### src/rtl/alu_pkg.sv
// Shared definitions for the byte-ALU opcode/data interface: opcodes,
// status bit positions, command record and the command-driver FSM states.
package alu_pkg;

  localparam logic [3:0] OP_NOP    = 4'h0;
  localparam logic [3:0] OP_LOAD   = 4'h1;
  localparam logic [3:0] OP_ADD    = 4'h2;
  localparam logic [3:0] OP_SUB    = 4'h3;
  localparam logic [3:0] OP_AND    = 4'h4;
  localparam logic [3:0] OP_OR     = 4'h5;
  localparam logic [3:0] OP_XOR    = 4'h6;
  localparam logic [3:0] OP_SHL    = 4'h7;
  localparam logic [3:0] OP_SHR    = 4'h8;
  localparam logic [3:0] OP_INC    = 4'h9;
  localparam logic [3:0] OP_DEC    = 4'hA;
  localparam logic [3:0] OP_NOT    = 4'hB;
  localparam logic [3:0] OP_MUL    = 4'hC;
  localparam logic [3:0] OP_DIV    = 4'hD;
  localparam logic [3:0] OP_MOD    = 4'hE;
  localparam logic [3:0] OP_STATUS = 4'hF;

  // Bit positions inside the ALU status byte
  localparam int ST_ZERO  = 0;
  localparam int ST_NEG   = 1;
  localparam int ST_CARRY = 2;

  localparam int CMD_W = 12;

  typedef struct packed {
    logic [3:0] opcode;
    logic [7:0] operand;
  } cmd_t;

  typedef enum logic [2:0] {
    S_IDLE,
    S_ISSUE,
    S_CAP_ACC,
    S_CAP_STAT,
    S_RESP
  } drv_state_e;

  // The status-read opcode is reserved for the driver itself; a host
  // request for it becomes a NOP so every command still yields accum+status.
  function automatic logic [3:0] sanitize_op(input logic [3:0] op);
    return (op == OP_STATUS) ? OP_NOP : op;
  endfunction

endpackage

### src/rtl/alu_cmd_driver_if.sv
// Bus bundle between host, command driver and ALU.
// Handshake: a transfer happens on a rising clk edge where valid && ready are
// both high; valid, once raised, holds its payload stable until that edge, and
// ready may be asserted independently of valid.
interface alu_cmd_driver_if;
  logic       cmd_valid;
  logic       cmd_ready;
  logic [3:0] cmd_opcode;
  logic [7:0] cmd_operand;
  logic       rsp_valid;
  logic       rsp_ready;
  logic [7:0] rsp_accum;
  logic [2:0] rsp_status;
  logic [3:0] alu_opcode;
  logic [7:0] alu_data_in;
  logic [7:0] alu_data_out;

  // Command driver side
  modport slave (
    input  cmd_valid, cmd_opcode, cmd_operand, rsp_ready, alu_data_out,
    output cmd_ready, rsp_valid, rsp_accum, rsp_status, alu_opcode, alu_data_in
  );

  // Host + ALU side
  modport master (
    output cmd_valid, cmd_opcode, cmd_operand, rsp_ready, alu_data_out,
    input  cmd_ready, rsp_valid, rsp_accum, rsp_status, alu_opcode, alu_data_in
  );
endinterface

### src/rtl/alu_cmd_fifo.sv
// Small synchronous FIFO holding queued host commands; head is read
// combinationally so the FSM can issue it in the same edge it pops.
module alu_cmd_fifo #(
  parameter int DEPTH = 4,
  parameter int PTR_W = 2,
  parameter int W     = 12
) (
  input  logic           clk,
  input  logic           rst,
  input  logic           push,
  input  logic [W-1:0]   wr_data,
  input  logic           pop,
  output logic [W-1:0]   rd_data,
  output logic           full,
  output logic           empty,
  output logic [PTR_W:0] count
);

  logic [W-1:0]     mem [DEPTH];
  logic [PTR_W-1:0] wr_ptr;
  logic [PTR_W-1:0] rd_ptr;
  logic             do_push;
  logic             do_pop;

  assign full    = (count == (PTR_W+1)'(DEPTH));
  assign empty   = (count == '0);
  assign do_push = push && !full;
  assign do_pop  = pop && !empty;
  assign rd_data = mem[rd_ptr];

  // Storage array; no reset needed since count gates every read
  always_ff @(posedge clk) begin
    if (do_push) mem[wr_ptr] <= wr_data;
  end

  // Pointers wrap naturally at DEPTH (power of two); count tracks occupancy
  always_ff @(posedge clk or posedge rst) begin
    if (rst) begin
      wr_ptr <= '0;
      rd_ptr <= '0;
      count  <= '0;
    end else begin
      if (do_push) wr_ptr <= wr_ptr + 1'b1;
      if (do_pop)  rd_ptr <= rd_ptr + 1'b1;
      case ({do_push, do_pop})
        2'b10:   count <= count + 1'b1;
        2'b01:   count <= count - 1'b1;
        default: count <= count;
      endcase
    end
  end

endmodule

### src/rtl/alu_cmd_driver.sv
// Initiator for the byte ALU: queues host commands, issues each one followed
// by a status read, and returns {accum, status} per command.
module alu_cmd_driver
  import alu_pkg::*;
#(
  parameter int DEPTH = 4,
  parameter int PTR_W = 2
) (
  input  logic             clk,
  input  logic             rst,
  alu_cmd_driver_if.slave  bus,
  output logic             busy,
  output drv_state_e       state_dbg,
  output logic [PTR_W:0]   fifo_count_dbg
);

  drv_state_e       state, state_n;
  logic             fifo_full, fifo_empty, fifo_pop;
  logic [CMD_W-1:0] head_bits;
  cmd_t             head;

  logic [3:0] alu_opcode_q, alu_opcode_n;
  logic [7:0] alu_data_in_q, alu_data_in_n;
  logic [7:0] rsp_accum_q, rsp_accum_n;
  logic [2:0] rsp_status_q, rsp_status_n;
  logic       rsp_valid_q, rsp_valid_n;

  alu_cmd_fifo #(.DEPTH(DEPTH), .PTR_W(PTR_W), .W(CMD_W)) u_fifo (
    .clk     (clk),
    .rst     (rst),
    .push    (bus.cmd_valid),
    .wr_data ({bus.cmd_opcode, bus.cmd_operand}),
    .pop     (fifo_pop),
    .rd_data (head_bits),
    .full    (fifo_full),
    .empty   (fifo_empty),
    .count   (fifo_count_dbg)
  );

  assign head            = head_bits;
  assign bus.cmd_ready   = !fifo_full;
  assign bus.rsp_valid   = rsp_valid_q;
  assign bus.rsp_accum   = rsp_accum_q;
  assign bus.rsp_status  = rsp_status_q;
  assign bus.alu_opcode  = alu_opcode_q;
  assign bus.alu_data_in = alu_data_in_q;
  assign busy            = (state != S_IDLE) || !fifo_empty;
  assign state_dbg       = state;

  // State and registered ALU/response outputs
  always_ff @(posedge clk or posedge rst) begin
    if (rst) begin
      state         <= S_IDLE;
      alu_opcode_q  <= OP_NOP;
      alu_data_in_q <= '0;
      rsp_accum_q   <= '0;
      rsp_status_q  <= '0;
      rsp_valid_q   <= 1'b0;
    end else begin
      state         <= state_n;
      alu_opcode_q  <= alu_opcode_n;
      alu_data_in_q <= alu_data_in_n;
      rsp_accum_q   <= rsp_accum_n;
      rsp_status_q  <= rsp_status_n;
      rsp_valid_q   <= rsp_valid_n;
    end
  end

  // Next state and next register values; the ALU sees NOP unless a state
  // explicitly issues something, so nothing executes while a response waits.
  always_comb begin
    state_n       = state;
    fifo_pop      = 1'b0;
    alu_opcode_n  = OP_NOP;
    alu_data_in_n = '0;
    rsp_accum_n   = rsp_accum_q;
    rsp_status_n  = rsp_status_q;
    rsp_valid_n   = rsp_valid_q;
    case (state)
      S_IDLE: begin
        if (!fifo_empty) begin
          fifo_pop      = 1'b1;
          alu_opcode_n  = sanitize_op(head.opcode);
          alu_data_in_n = head.operand;
          state_n       = S_ISSUE;
        end
      end
      S_ISSUE: begin
        alu_opcode_n = OP_STATUS;
        state_n      = S_CAP_ACC;
      end
      S_CAP_ACC: begin
        rsp_accum_n = bus.alu_data_out;
        state_n     = S_CAP_STAT;
      end
      S_CAP_STAT: begin
        rsp_status_n = {bus.alu_data_out[ST_CARRY], bus.alu_data_out[ST_NEG],
                        bus.alu_data_out[ST_ZERO]};
        rsp_valid_n  = 1'b1;
        state_n      = S_RESP;
      end
      S_RESP: begin
        if (bus.rsp_ready) begin
          rsp_valid_n = 1'b0;
          if (!fifo_empty) begin
            fifo_pop      = 1'b1;
            alu_opcode_n  = sanitize_op(head.opcode);
            alu_data_in_n = head.operand;
            state_n       = S_ISSUE;
          end else begin
            state_n = S_IDLE;
          end
        end
      end
      default: state_n = S_IDLE;
    endcase
  end

endmodule

### src/flat_wrapper.sv
// flat-port wrapper written by rule: the top's interface ports become plain ports
module alu_cmd_driver_flat import alu_pkg::*;
#(
  parameter int DEPTH = 4,
  parameter int PTR_W = 2
)
  (clk, rst, busy, state_dbg, fifo_count_dbg, bus_cmd_valid, bus_cmd_opcode, bus_cmd_operand, bus_rsp_ready, bus_alu_data_out, bus_cmd_ready, bus_rsp_valid, bus_rsp_accum, bus_rsp_status, bus_alu_opcode, bus_alu_data_in);
  alu_cmd_driver_if bus_i ();
  input  logic clk;
  input  logic rst;
  output logic busy;
  output drv_state_e state_dbg;
  output logic [PTR_W:0] fifo_count_dbg;
  input wire logic [$bits(bus_i.cmd_valid)-1:0] bus_cmd_valid;
  input wire logic [$bits(bus_i.cmd_opcode)-1:0] bus_cmd_opcode;
  input wire logic [$bits(bus_i.cmd_operand)-1:0] bus_cmd_operand;
  input wire logic [$bits(bus_i.rsp_ready)-1:0] bus_rsp_ready;
  input wire logic [$bits(bus_i.alu_data_out)-1:0] bus_alu_data_out;
  output wire logic [$bits(bus_i.cmd_ready)-1:0] bus_cmd_ready;
  output wire logic [$bits(bus_i.rsp_valid)-1:0] bus_rsp_valid;
  output wire logic [$bits(bus_i.rsp_accum)-1:0] bus_rsp_accum;
  output wire logic [$bits(bus_i.rsp_status)-1:0] bus_rsp_status;
  output wire logic [$bits(bus_i.alu_opcode)-1:0] bus_alu_opcode;
  output wire logic [$bits(bus_i.alu_data_in)-1:0] bus_alu_data_in;
  assign bus_i.cmd_valid = bus_cmd_valid;
  assign bus_i.cmd_opcode = bus_cmd_opcode;
  assign bus_i.cmd_operand = bus_cmd_operand;
  assign bus_i.rsp_ready = bus_rsp_ready;
  assign bus_i.alu_data_out = bus_alu_data_out;
  assign bus_cmd_ready = bus_i.cmd_ready;
  assign bus_rsp_valid = bus_i.rsp_valid;
  assign bus_rsp_accum = bus_i.rsp_accum;
  assign bus_rsp_status = bus_i.rsp_status;
  assign bus_alu_opcode = bus_i.alu_opcode;
  assign bus_alu_data_in = bus_i.alu_data_in;
  alu_cmd_driver #(.DEPTH(DEPTH), .PTR_W(PTR_W)) u_core (.clk(clk), .rst(rst), .bus(bus_i), .busy(busy), .state_dbg(state_dbg), .fifo_count_dbg(fifo_count_dbg));
endmodule
### config.mk
export PLATFORM = sky130hd
export DESIGN_NAME = alu_cmd_driver_flat
export DESIGN_NICKNAME = d
export VERILOG_FILES = /design/src/rtl/alu_pkg.sv /design/src/rtl/alu_cmd_driver_if.sv /design/src/rtl/alu_cmd_fifo.sv /design/src/rtl/alu_cmd_driver.sv /design/src/flat_wrapper.sv
export SDC_FILE = /design/constraint.sdc
export NUM_CORES = 1
export LEC_CHECK = 0
export ABC_AREA = 1
export CORE_MARGIN = 1
export CORE_UTILIZATION = 35
export DETAILED_ROUTE_END_ITERATION = 6
export GPL_TIMING_DRIVEN = 0
export SYNTH_ARGS = -nofsm -noshare
export SYNTH_HDL_FRONTEND = slang
export SYNTH_HIERARCHICAL = 1
export SYNTH_SLANG_ARGS = --single-unit
### constraint.sdc
create_clock -name clk -period 2.6 [get_ports clk]
set_clock_uncertainty 0.15 [all_clocks]
set_input_delay 0.39 -clock clk [delete_from_list [all_inputs] [get_ports clk]]
set_output_delay 0.39 -clock clk [all_outputs]
set_load 0.05 [all_outputs]
Yosys cells after proc, flatten, opt, wreduce, memory -nomap -nowiden

Memories as Yosys holds them, arrays and structs flattened.
Cells that the tools add are included.

Flip-flop bits (word level): 34
Bits in latches: 0
RAM bits: 48
ROM bits: 0
Input bits: 24
Output and inout bits: 32
Logic and storage cells: 55
Memories: 1

Memories:

| name              | depth | bits a word | read ports | clocked after memory_dff | write ports | line               | text |
|---|---|---|---|---|---|---|---|
| u_core.u_fifo.mem | 4     | 12          | 1          | 0                        | 1           | alu_cmd_fifo.sv:19 | `logic [W-1:0] mem [DEPTH];` |

Add/sub/neg operators: 4
$mul: 0
Div/mod/pow operators: 0
Order comparisons: 0
Eq/ne operators: 10
Shift operators: 0
Mux-type cells: 19
Bitwise logic cells: 0
Reductions and logical operators: 12

Operators by type and width:

| kind                  | number |
|---|---|
| $mux W8               | 2 |
| $pmux W8 S2           | 1 |
| $pmux W3 S5           | 1 |
| $mux W4               | 3 |
| $pmux W4 S3           | 1 |
| $eq A3 B2 Y1 const B  | 2 |
| $eq A3 B3 Y1 const B  | 2 |
| $logic_not A3 Y1      | 2 |
| $mux W1               | 6 |
| $mux W3               | 2 |
| $pmux W3 S2           | 1 |
| $add A2 B1 Y2 const B | 2 |
| $eq A4 B4 Y1 const B  | 1 |
| $ne A2 B2 Y1 const B  | 2 |
| $pmux W1 S2           | 2 |
| $reduce_and A2 Y1     | 2 |
| $reduce_bool A2 Y1    | 2 |
| $add A3 B1 Y3 const B | 1 |
| $eq A3 B1 Y1 const B  | 1 |
| $reduce_bool A3 Y1    | 1 |
| $sub A3 B1 Y3 const B | 1 |
| $eq A2 B1 Y1 const B  | 1 |
| $eq A2 B2 Y1 const B  | 1 |
| $logic_and A1 B1 Y1   | 2 |
| other kinds (2)       | 3 |

Depth between registers and ports, before layout

Gate-level depths: netlist of the first run.

Depth in word-level cells: 7
Mapped depth: 16

Cells and area by module

The synthesis of the first run kept the hierarchy.

Modules (own cells, without submodules):

| module         | instances | cells each | area each (um^2) |
|---|---|---|---|
| alu_cmd_fifo   | 1         | 202        | 2407.3 |
| alu_cmd_driver | 1         | 117        | 1077.3 |

Worst setup path after synthesis of the first run

Ideal clock, no wire load.

Path kind: flip-flop to flip-flop
Start: reg u_core.u_fifo.count[0]
End: reg u_core.u_fifo.count[2]
Setup time: 0.120 ns
Data arrival time: 2.236 ns
Setup slack: 0.094 ns
Cell stages (with the launch flop): 16
Buffers on the path: 0
Cells stage by stage: dfrtp_1 > inv_2 > nand3_1 > inv_1 > inv_1 > nand2_2 > nor2_4 > nand2_1 > inv_1 > ha_1 > inv_1 > fa_1 > nand2_1 > nand3_1 > nand2_1 > nand2_1

Word-level cells in the longest chain between the ends: 7

Ends and longest elaborated chain:

| item                                                     | line                                        | text |
|---|---|---|
| start: declaration                                       | alu_cmd_fifo.sv:16                          | `output logic [PTR_W:0] count` |
| start signal: assignment                                 | alu_cmd_fifo.sv:46                          | `2'b10: count <= count + 1'b1;` |
| start signal: assignment                                 | alu_cmd_fifo.sv:47                          | `2'b01: count <= count - 1'b1;` |
| start signal: assignment                                 | alu_cmd_fifo.sv:48                          | `default: count <= count;` |
| $logic_not A3 Y1 *                                       | alu_cmd_fifo.sv:26                          | `assign empty = (count == '0);` |
| via u_core.fifo_empty                                    | alu_cmd_driver.sv:18                        | `logic fifo_full, fifo_empty, fifo_pop;` |
| $mux W1 *                                                | alu_cmd_driver.sv:81, alu_cmd_driver.sv:105 |  |
| $mux W1                                                  | alu_cmd_driver.sv:103                       | `if (bus.rsp_ready) begin` |
| $pmux W1 S2 *                                            | alu_cmd_driver.sv:79                        | `case (state)` |
| via u_core.fifo_pop                                      | alu_cmd_driver.sv:18                        |  |
| $logic_and A1 B1 Y1 *                                    | alu_cmd_fifo.sv:28                          | `assign do_pop = pop && !empty;` |
| via u_core.u_fifo.do_pop                                 | alu_cmd_fifo.sv:23                          | `logic do_pop;` |
| $eq A2 B1 Y1 / $eq A2 B2 Y1 (equally long branches)      | alu_cmd_fifo.sv:45                          | `case ({do_push, do_pop})` |
| $pmux W3 S2 / $reduce_bool A2 Y1 (equally long branches) | --                                          |  |

Mark *: on every way through the listed nets, which the timed path passes. The rest lies on a longest branch.
A chain may end at the register's enable or synchronous reset.

Worst setup path in the final report of the first run

Start: reg u_core.u_fifo.count[1]
End: out bus_cmd_ready

Word-level cells in the longest chain between the ends: 2

Ends and longest elaborated chain:

| item                 | line                 | text |
|---|---|---|
| $eq A3 B3 Y1         | alu_cmd_fifo.sv:25   | `assign full = (count == (PTR_W+1)'(DEPTH));` |
| via u_core.fifo_full | alu_cmd_driver.sv:18 |  |
| $logic_not A1 Y1     | alu_cmd_driver.sv:41 | `assign bus.cmd_ready = !fifo_full;` |
| end: declaration     | flat_wrapper.sv:19   | `output wire logic [$bits(bus_i.cmd_ready)-1:0] bus_cmd_ready;` |

The timed path passes the listed nets, and every way through them passes these cells.

==> out/results.tsv, run 1 <==
metric	value	unit
fin_nets	417	
die_h	101.8	microns
drt_pass1_iterations	4	
io_pins	56	
syn_nets	349	
timing.fmax	412.9	MHz
fin_total_pwr	5.779	mW
p_comb_share	49.3	%
avgRoutedWirePerCell	12.85	microns
cp_common_cell	inv_1	
antenna_found_initial	0	
status	finished clean	
grt-ovfl-total	0	
p_sw	2.533	mW
place_congestion	0.7566	
cts_tree	yes	
critical-path-top-delay-family	buffers and inverters	
vias	2311	
ys_seq_elements	82	
ir_drop	0.5085	mV
leakage	1.986	nW
yosys_warnings	6	
grt_usage	14.25	%
ant_nets	0	
grt_pass1_vias	2323	
relSlewSlack	21.14	%
rsz0062_at_grt	no	
drive_above_1_share	11.22	%
hold_viol	0	
start_util	35.82	%
ys_seq_area_share	65.78	%
finalCriticalPeriod	2422	ps
cpPeakStageDelay	790	ps
clk_pin_slew	80	ps
grt_max_degree	28	
synthCells	319	
grt_pass1_wl	11.03	mm
die-area	10360	sq um
cts_root_buffer	clkbuf_8	
io_buffers	55	
min_period_over_period	93.15	%
slew_violations	0	
max_cap_violations	0	
cellPowerDensity	1307	nW/um^2
crit_path_top_delay_cell	clkdlybuf4s50_1	
critical_path_arrival	1880	ps
via_per_inst	4.402	
chipWidth	101.8	microns
routed_wl	6.744	mm
htreeDepth	3	
hold_buffers	0	
setup_viol	0	
drt-initial-drc-count	69	
switching_share	43.83	%
tns	0	ps
post-route-drc-count	0	
rrSetupSlack	300	ps
worstPathRequired	2060	ps
cp_max_fo	4	
start_kind	flop	
synth_cell_types	23	
dp_hpwl	4.699	mm
seqPwrFrac	34.6	%
hp-class	in2async	
area_growth	26.86	%
p_int	3.246	mW
diodes	0	
path_buf_inv	4	
tightestPinTransition	1179	ps
avgSynthCellArea	10.92	sq um
core-area	9729	sq um
syn-cell-area	3485	sq um
p_clk_share	16.1	%
crit_path_end_kind	output port	
path_cells	inv_2 > nand3_1 > inv_1 > inv_1 > clkdlybuf4s50_1	
clock_path_buffers	2	
clk_latency	340	ps
cts_num_sinks	82	
critPathKind	reg2out	
numCtsBuffers	9	
rows	36	
[power groups by stage]
stage	combinational (mW)	clock (mW)	sequential (mW)
floorplan	1.24	0	2.76
global placement	2.83	0	2.01
detailed placement	2.86	0	2.03
CTS	2.86	0.953	2.00
global route	3.12	1.02	2.04
finish	2.85	0.930	2.00
[cells in the final DEF (no fill, tap or decap), types with 3 or more instances in the layout]
master,n
dfrtp_1,34
nand2_1,84
o211ai_1,15
nand3_1,15
nor2_4,3
clkdlybuf4s50_1,54
nor2_1,19
clkbuf_1,4
ha_1,5
inv_1,57
nand2_2,3
clkbuf_8,9
buf_6,3
buf_2,4
buf_4,4
inv_2,5
o21ai_1,3
o21ai_0,4
o211ai_2,9
edfxtp_1,48
[metal layers]
metal  GRT usage (%)  part of all wire (%)
met5               0                     0
met4           6.912                   2.1
met3           2.899                   5.5
met2           23.65                    47
met1           17.80                    45
[per-stage QoR]
stage | setup WS, ps | instance area (sq um) | instances | hold slack, ps | utilization, %
after detailed placement | 24.16 | 4202 | 507 | 307.9 | 43.18
after global placement | 30.39 | 4202 | 507 | 303.5 | 43.18
after CTS | 51.18 | 4403 | 523 | 165.3 | 45.25
after global routing | 54.16 | 4420 | 525 | 199.8 | 45.43
after floorplan | 93.91 | 3485 | 319 | 43.40 | -
final | 178.1 | 4420 | 525 | 157.5 | 45.43
[Yosys cell counts]
library cell  count  area share, %
fa_1              1           0.57
a21oi_1           1           0.14
nor2_1           19            2.0
nand3_1          15            2.2
nand4_1           1           0.18
buf_6             3           0.97
o211ai_1         15            3.2
ha_1              5            1.8
inv_4             1           0.18
buf_2             4           0.57
nand2_2           3           0.54
inv_1            57            6.1
nor2_4            3           0.97
buf_4             2           0.43
inv_2             5           0.54
dfrtp_1          34             24
o211ai_2          9            3.2
nand2_1          84            9.0
nand3b_1          1           0.22
o21ai_0           4           0.57
edfxtp_1         48             41
o21ai_1           3           0.43
xnor2_1           1           0.25
[registers in the layout (all words and copies together), names as in the netlist]
signal	flops
u_core/u_fifo/mem	48
u_core/bus.alu_data_in	8
u_core/bus.rsp_accum	8
u_core/bus.alu_opcode	4
u_core/bus.rsp_status	3
u_core/state_dbg	3
u_core/u_fifo/count	3
u_core/u_fifo/rd_ptr	2
u_core/u_fifo/wr_ptr	2
u_core/bus.rsp_valid	1
[final cells by class]
| cell class | instances | area (sq um) |
|---|---|---|
| Tap cell | 133 | 166.4 |
| Sequential cell | 82 | 2292 |
| Buffer | 9 | 68.82 |
| Clock buffer | 14 | 163.9 |
| Fill cell | 939 | 5309 |
| Timing Repair Buffer | 57 | 568.0 |
| Inverter | 63 | 239.0 |
| Multi-Input combinational cell | 165 | 884.6 |
| Clock inverter | 2 | 37.54 |
[kinds of logic (layout without fill, tap and decap cells)]
kind of cell	after synthesis	count (layout)	synth area share, %
buffers and inverters	72	145	8.833
adders and majority gates	6	6	2.370
and+or+nand+nor	126	126	15.15
xor gates and xnor gates	1	1	0.2514
DFF	82	82	65.78
AOI/OAI and AO/OA	32	32	7.612
[timing repair]
item | in CTS | in global routing
setup endpoints to repair | 0 | 2
setup buffers | 0 | 2
resized for setup | 0 | 1
[worst paths after layout]
path                                                     startpoint                                   to  cells after the start
worst max-delay path             u_core/u_fifo/count[1]$_DFFE_PP0P_                        bus_cmd_ready                      5
worst min-delay path                                            rst   u_core/u_fifo/count[0]$_DFFE_PP0P_                      2
worst max register to register   u_core/u_fifo/count[1]$_DFFE_PP0P_   u_core/u_fifo/count[2]$_DFFE_PP0P_                     15
worst min register to register  u_core/bus.rsp_accum[4]$_DFFE_PP0P_  u_core/bus.rsp_accum[4]$_DFFE_PP0P_                      2
max in group asynchronous                                       rst  u_core/bus.rsp_accum[2]$_DFFE_PP0P_                      2
min in group clk                u_core/bus.rsp_accum[4]$_DFFE_PP0P_  u_core/bus.rsp_accum[4]$_DFFE_PP0P_                      2
Note: power is estimated with default switching activity, not from simulation.
==> run 2, diff against run 1 <==
Settings changed: HOLD_SLACK_MARGIN set to 0.03, PLACE_DENSITY set to 0.68.
Clock period 2.6 ns to 2.04 ns, I/O delays scaled along.
==> out/results.tsv, run 2 (synthesized netlist as in run 1, its figures left out) <==
metric	value	unit	change
grt_max_degree	28		unchanged
diodes	0		unchanged
cellPowerDensity	1710	nW/um^2	+31%
crit_path_end_kind	flop		
hold_viol	0		unchanged
drive_above_1_share	20.65	%	+9.4 points
numCtsBuffers	9		unchanged
final_util	47.39	%	+2.0 points
hold_buffers	0		unchanged
hp-class	in2async		
routed_wl	6.858	mm	+1.7%
start_kind	flop		
cts_root_buffer	clkbuf_8		
vias	2366		+2.4%
io_buffers	55		unchanged
start_util	35.82	%	unchanged
final_common_cell	nand2_1		
timing.fmax	489.9	MHz	
cp_max_fo	4		unchanged
area_growth	32.32	%	
fin_total_pwr	7.883	mW	+36%
htreeDepth	3		unchanged
via_per_inst	4.422		+0.47%
violations	negative setup slack		
fin_ws	-1.411	ps	-179.5 ps
path_cells	buf_6 > nor2_4 > nand2_2 > nor2_4 > nand2_2 > inv_2 > ha_4 > inv_2 > fa_2 > inv_2 > nand2_2 > nand4_1 > nand2_1		
grt_pass1_vias	2201		-5.3%
die_h	101.8	microns	unchanged
chipWidth	101.8	microns	unchanged
tightestPinTransition	1023	ps	-155.5 ps
ir_drop	0.6621	mV	+30%
slew_violations	0		unchanged
drt_pass1_iterations	4		unchanged
fin_nets	427		+2.4%
crit-reg2reg-launch	u_core/state_dbg[1]$_DFFE_PP0P_		
worstPathRequired	2130	ps	+70 ps
cts_num_sinks	82		unchanged
io_pins	56		unchanged
worstSetupStartpoint	u_core/state_dbg[1]$_DFFE_PP0P_		
leakage	2.088	nW	+5.1%
min_period_over_period	100.1	%	
crit_path_top_delay_cell	dfrtp_2		
antenna_found_initial	0		unchanged
avgRoutedWirePerCell	12.82	microns	-0.21%
cpPeakStageDelay	420	ps	-370 ps
die-area	10360	sq um	unchanged
status	finished, violations left		
finalCriticalPeriod	2041	ps	
rsz0062_at_grt	yes		
clock_path_buffers	2		unchanged
grt-ovfl-total	0		unchanged
critical_path_arrival	2130	ps	+250 ps
drt-initial-drc-count	25		-64%
top_register	u_core/u_fifo/mem		
ant_nets	0		unchanged
place_congestion	0.7865		+4.0%
setup_viol	1		+1
clk_latency	340	ps	about the same
core-area	9729	sq um	unchanged
clk_pin_slew	90	ps	about the same
grt_pass1_wl	10.56	mm	-4.2%
fillerInstances	915		-2.6%
mostFrequentLayoutCells	81 x nand2_1, 52 x inv_1, 48 x clkdlybuf4s50_1, 48 x edfxtp_1, 28 x dfrtp_1		
critPathKind	reg2reg		
post-route-drc-count	0		unchanged
max_cap_violations	0		unchanged
largest_reg_flops	48		unchanged
rows	36		unchanged
hold_ws	69.40	ps	-88.06 ps
relSlewSlack	31.72	%	+11 points
r2r_cells	13		-2
cts_tree	yes		
dp_hpwl	4.651	mm	-1.0%
grt_usage	13.71	%	-0.54 points
run 2: cell type report:
class / count / area (sq um) / share of cell area, %
sequential: 82 / 2300 / 49.88
multi-input combinational: 165 / 944.7 / 20.49
timing repair buffer: 67 / 641.9 / 13.92
inverter: 63 / 241.5 / 5.237
tap: 133 / 166.4 / 3.609
clock buffer: 9 / 123.9 / 2.687
clock inverter: 7 / 123.9 / 2.687
buffer: 9 / 68.82 / 1.493
run 2: power by group:
part,switching (mW),total [mW],internal [mW]
registers,0.252,2.55,2.30
logic,2.56,3.91,1.35
clock network,0.590,1.42,0.826
total,3.40,7.88,4.48
run 2: worst max-delay path: cells and delay by family, from the launching register on:
family	cells	cell delay, ps
buffers and inverters	4	300
flip-flops	1	420
AND/OR/NAND/NOR	7	590
adder cells (fa/ha/maj)	2	490
run 2: per-layer routing:
metal | track usage (%) | up-vias | wire length, microns
met5 | 0 | - | 0
met4 | 5.017 | 0 | 89
met3 | 3.175 | 10 | 329
met2 | 23.65 | 58 | 3334
met1 | 16.74 | 1123 | 3104
li1 | - | 1175 | -
run 2: timing repair:
item                       CTS  global route
setup endpoints to repair   54             7
gates resized for setup     14            11
setup buffers                6             6
pin swaps                    6             7
run 2: per-stage QoR:
stage	std cells	instance area, sq um	worst slack, ps	TNS, ps
floorplan	319	3510	-217.7	-429.5
finish	535	4611	-1.411	-1.411
global placement	507	4227	-412.0	-19470
CTS	529	4542	-41.85	-64.54
global route	535	4611	-81.77	-103.2
detailed placement	507	4227	-479.0	-21130
run 2: path summary, 6_finish.rpt:
check                                                     endpoint  slack, ps
worst max-delay path            u_core/u_fifo/count[2]$_DFFE_PP0P_         -1
worst min-delay path            u_core/u_fifo/count[0]$_DFFE_PP0P_         70
max in group asynchronous          u_core/state_dbg[2]$_DFFE_PP0P_        660
worst max register to register  u_core/u_fifo/count[2]$_DFFE_PP0P_         -1
worst min register to register    u_core/bus.rsp_valid$_DFFE_PP0P_        320
min in group clk                  u_core/bus.rsp_valid$_DFFE_PP0P_        320
==> run 3, diff against run 2 <==
Settings changed: CORE_UTILIZATION 35 to 47, PLACE_DENSITY 0.68 to 0.84.
==> out/results.tsv, run 3 (synthesized netlist as in run 1, its figures left out) <==
metric	value	unit	change
max_cap_violations	0		unchanged
fin_nets	421		-1.4%
ant_nets	0		unchanged
placedCellCount	473		-6.7%
rsz0062_at_grt	yes		
rrSetupSlack	-200	ps	-190 ps
fin_ws	-195.1	ps	-193.6 ps
avgRoutedWirePerCell	14.18	microns	+11%
post_dp_cell_area	4184	sq um	-1.0%
critical-path-top-delay-family	simple AND/OR/NAND/NOR gates		
crit_path_end_kind	flop		
diodes	0		unchanged
cp_max_fo	12		+8
top_register	u_core/u_fifo/mem		
grt_max_degree	28		unchanged
leakage	1.995	nW	-4.5%
setup_viol	25		+24
via_per_inst	4.855		+9.8%
ir_drop	0.6747	mV	+1.9%
clk_latency	340	ps	about the same
core-area	7214	sq um	-26%
dp_slack	-425.8	ps	+53.16 ps
drive_above_1_share	16.92	%	-3.7 points
drt-initial-drc-count	81		+220%
worstPathRequired	1850	ps	-280 ps
hold_buffers	0		unchanged
slew_violations	0		unchanged
grt_pass1_vias	2373		+7.8%
final_common_cell	nand2_1		
mostFrequentLayoutCells	82 x nand2_1, 53 x inv_1, 49 x clkdlybuf4s50_1		
cpPeakStageDelay	920	ps	+500 ps
die_h	88.11	microns	-13%
hold_viol	0		unchanged
grt_usage	20.11	%	+6.4 points
chipWidth	88.11	microns	-13%
finalNonFillerCells	495		-7.5%
htreeDepth	3		unchanged
path_buf_inv	1		-3
io_buffers	55		unchanged
clk_pin_slew	70	ps	-20 ps
rows	31		-14%
antenna_found_initial	0		unchanged
dp_hpwl	4.624	mm	-0.59%
path_cells	inv_2 > nand3_1 > nand2_2 > nor2_1		
clock_path_buffers	2		unchanged
drt_pass1_iterations	4		unchanged
hp-class	in2async		
start_kind	flop		
post-route-drc-count	0		unchanged
largest_reg_flops	48		unchanged
numCtsBuffers	9		unchanged
hold_ws	99.03	ps	+29.63 ps
timing.fmax	447.4	MHz	-8.7%
fin_total_pwr	7.331	mW	-7.0%
finalCriticalPeriod	2235	ps	+193.6 ps
final_util	60.94	%	+14 points
critPathKind	reg2reg		
critical_path_arrival	2040	ps	-90 ps
min_period_over_period	109.6	%	+9.5 points
crit-reg2reg-launch	u_core/u_fifo/count[1]$_DFFE_PP0P_		
grt_pass1_wl	11.04	mm	+4.5%
routed_wl	7.019	mm	+2.3%
start_util	48.30	%	+12 points
cts_num_sinks	82		unchanged
crit_path_top_delay_cell	nor2_1		
tns	-4259	ps	-4258 ps
design_area	4397	sq um	-4.6%
cts_tree	yes		
relSlewSlack	20.20	%	-12 points
io_pins	56		unchanged
place_congestion	0.7753		-1.4%
die-area	7762	sq um	-25%
r2r_cells	4		-9
vias	2403		+1.6%
tightestPinTransition	1193	ps	+169.5 ps
cts_root_buffer	clkbuf_8		
grt-ovfl-total	0		unchanged
status	finished, violations left		
violations	negative setup slack		
cellPowerDensity	1667	nW/um^2	-2.5%
area_growth	26.18	%	
rr_endpoint	u_core/u_fifo/mem[1][11]$_DFFE_PP_		
[run 3: cell types whose count changed in the layout (fill, tap and decap cells not counted), moves of 2 or more]
cell / previous run / this run
nor2_1: 15 / 17
nor2_2: 4 / 2
clkbuf_1: 0 / 3
inv_6: 3 / 0
buf_4: 14 / 7
nand3_1: 12 / 14
nand3_2: 2 / 0
bufinv_16: 3 / 0
dlymetal6s2s_1: 3 / 1
[run 3: timing repair]
action	CTS	global route
pin swaps	4	0
gates resized for setup	12	6
setup buffers	5	1
endpoints found under the setup margin	54	41
[run 3: layout make-up]
class	count	area, sq um
flip-flops and latches	82	2300
plain buffers	9	68.82
fillers	598	2818
repair buffers	61	588.1
multi-input cells	165	912.1
well taps	99	123.9
clock inverters	3	16.27
clock buffers	13	148.9
inverters	63	239.0
[run 3: how the worst max path moves through the flow]
stage / from / endpoint / slack, ps / cells past startpoint
floorplan: u_core/u_fifo/count[0]$_DFFE_PP0P_ / u_core/u_fifo/count[2]$_DFFE_PP0P_ / -220 / 15
global placement: bus_cmd_valid / u_core/u_fifo/mem[0][2]$_DFFE_PP_ / -380 / 3
detailed placement: bus_cmd_valid / u_core/u_fifo/mem[3][2]$_DFFE_PP_ / -430 / 3
CTS: u_core/u_fifo/count[0]$_DFFE_PP0P_ / u_core/u_fifo/mem[1][3]$_DFFE_PP_ / -210 / 4
global route: u_core/u_fifo/count[1]$_DFFE_PP0P_ / u_core/u_fifo/mem[2][1]$_DFFE_PP_ / -280 / 4
finish: u_core/u_fifo/count[1]$_DFFE_PP0P_ / u_core/u_fifo/mem[1][11]$_DFFE_PP_ / -200 / 4
[run 3: worst register-to-register path, stage by stage, from the launching register on]
cell and delay, ps:
dfrtp_2 380, inv_2 70, nand3_1 180, nand2_2 150
nor2_1 920
[run 3: where the power goes]
part / total, mW / internal, mW / switching, mW / leakage, nW
registers: 2.56 / 2.30 / 0.253 / 0.858
clock network: 0.995 / 0.471 / 0.524 / 0.0811
logic: 3.78 / 1.25 / 2.53 / 1.06
total: 7.33 / 4.02 / 3.31 / 1.99
[run 3: routing by layer]
layer / GRT usage (%) / vias up / share of wire [%]
met3: 5.090 / 9 / 6.5
met5: 0 / - / 0
met1: 22.41 / 1149 / 40
met4: 10.41 / 0 / 1.9
li1: - / 1165 / -
met2: 35.59 / 80 / 51
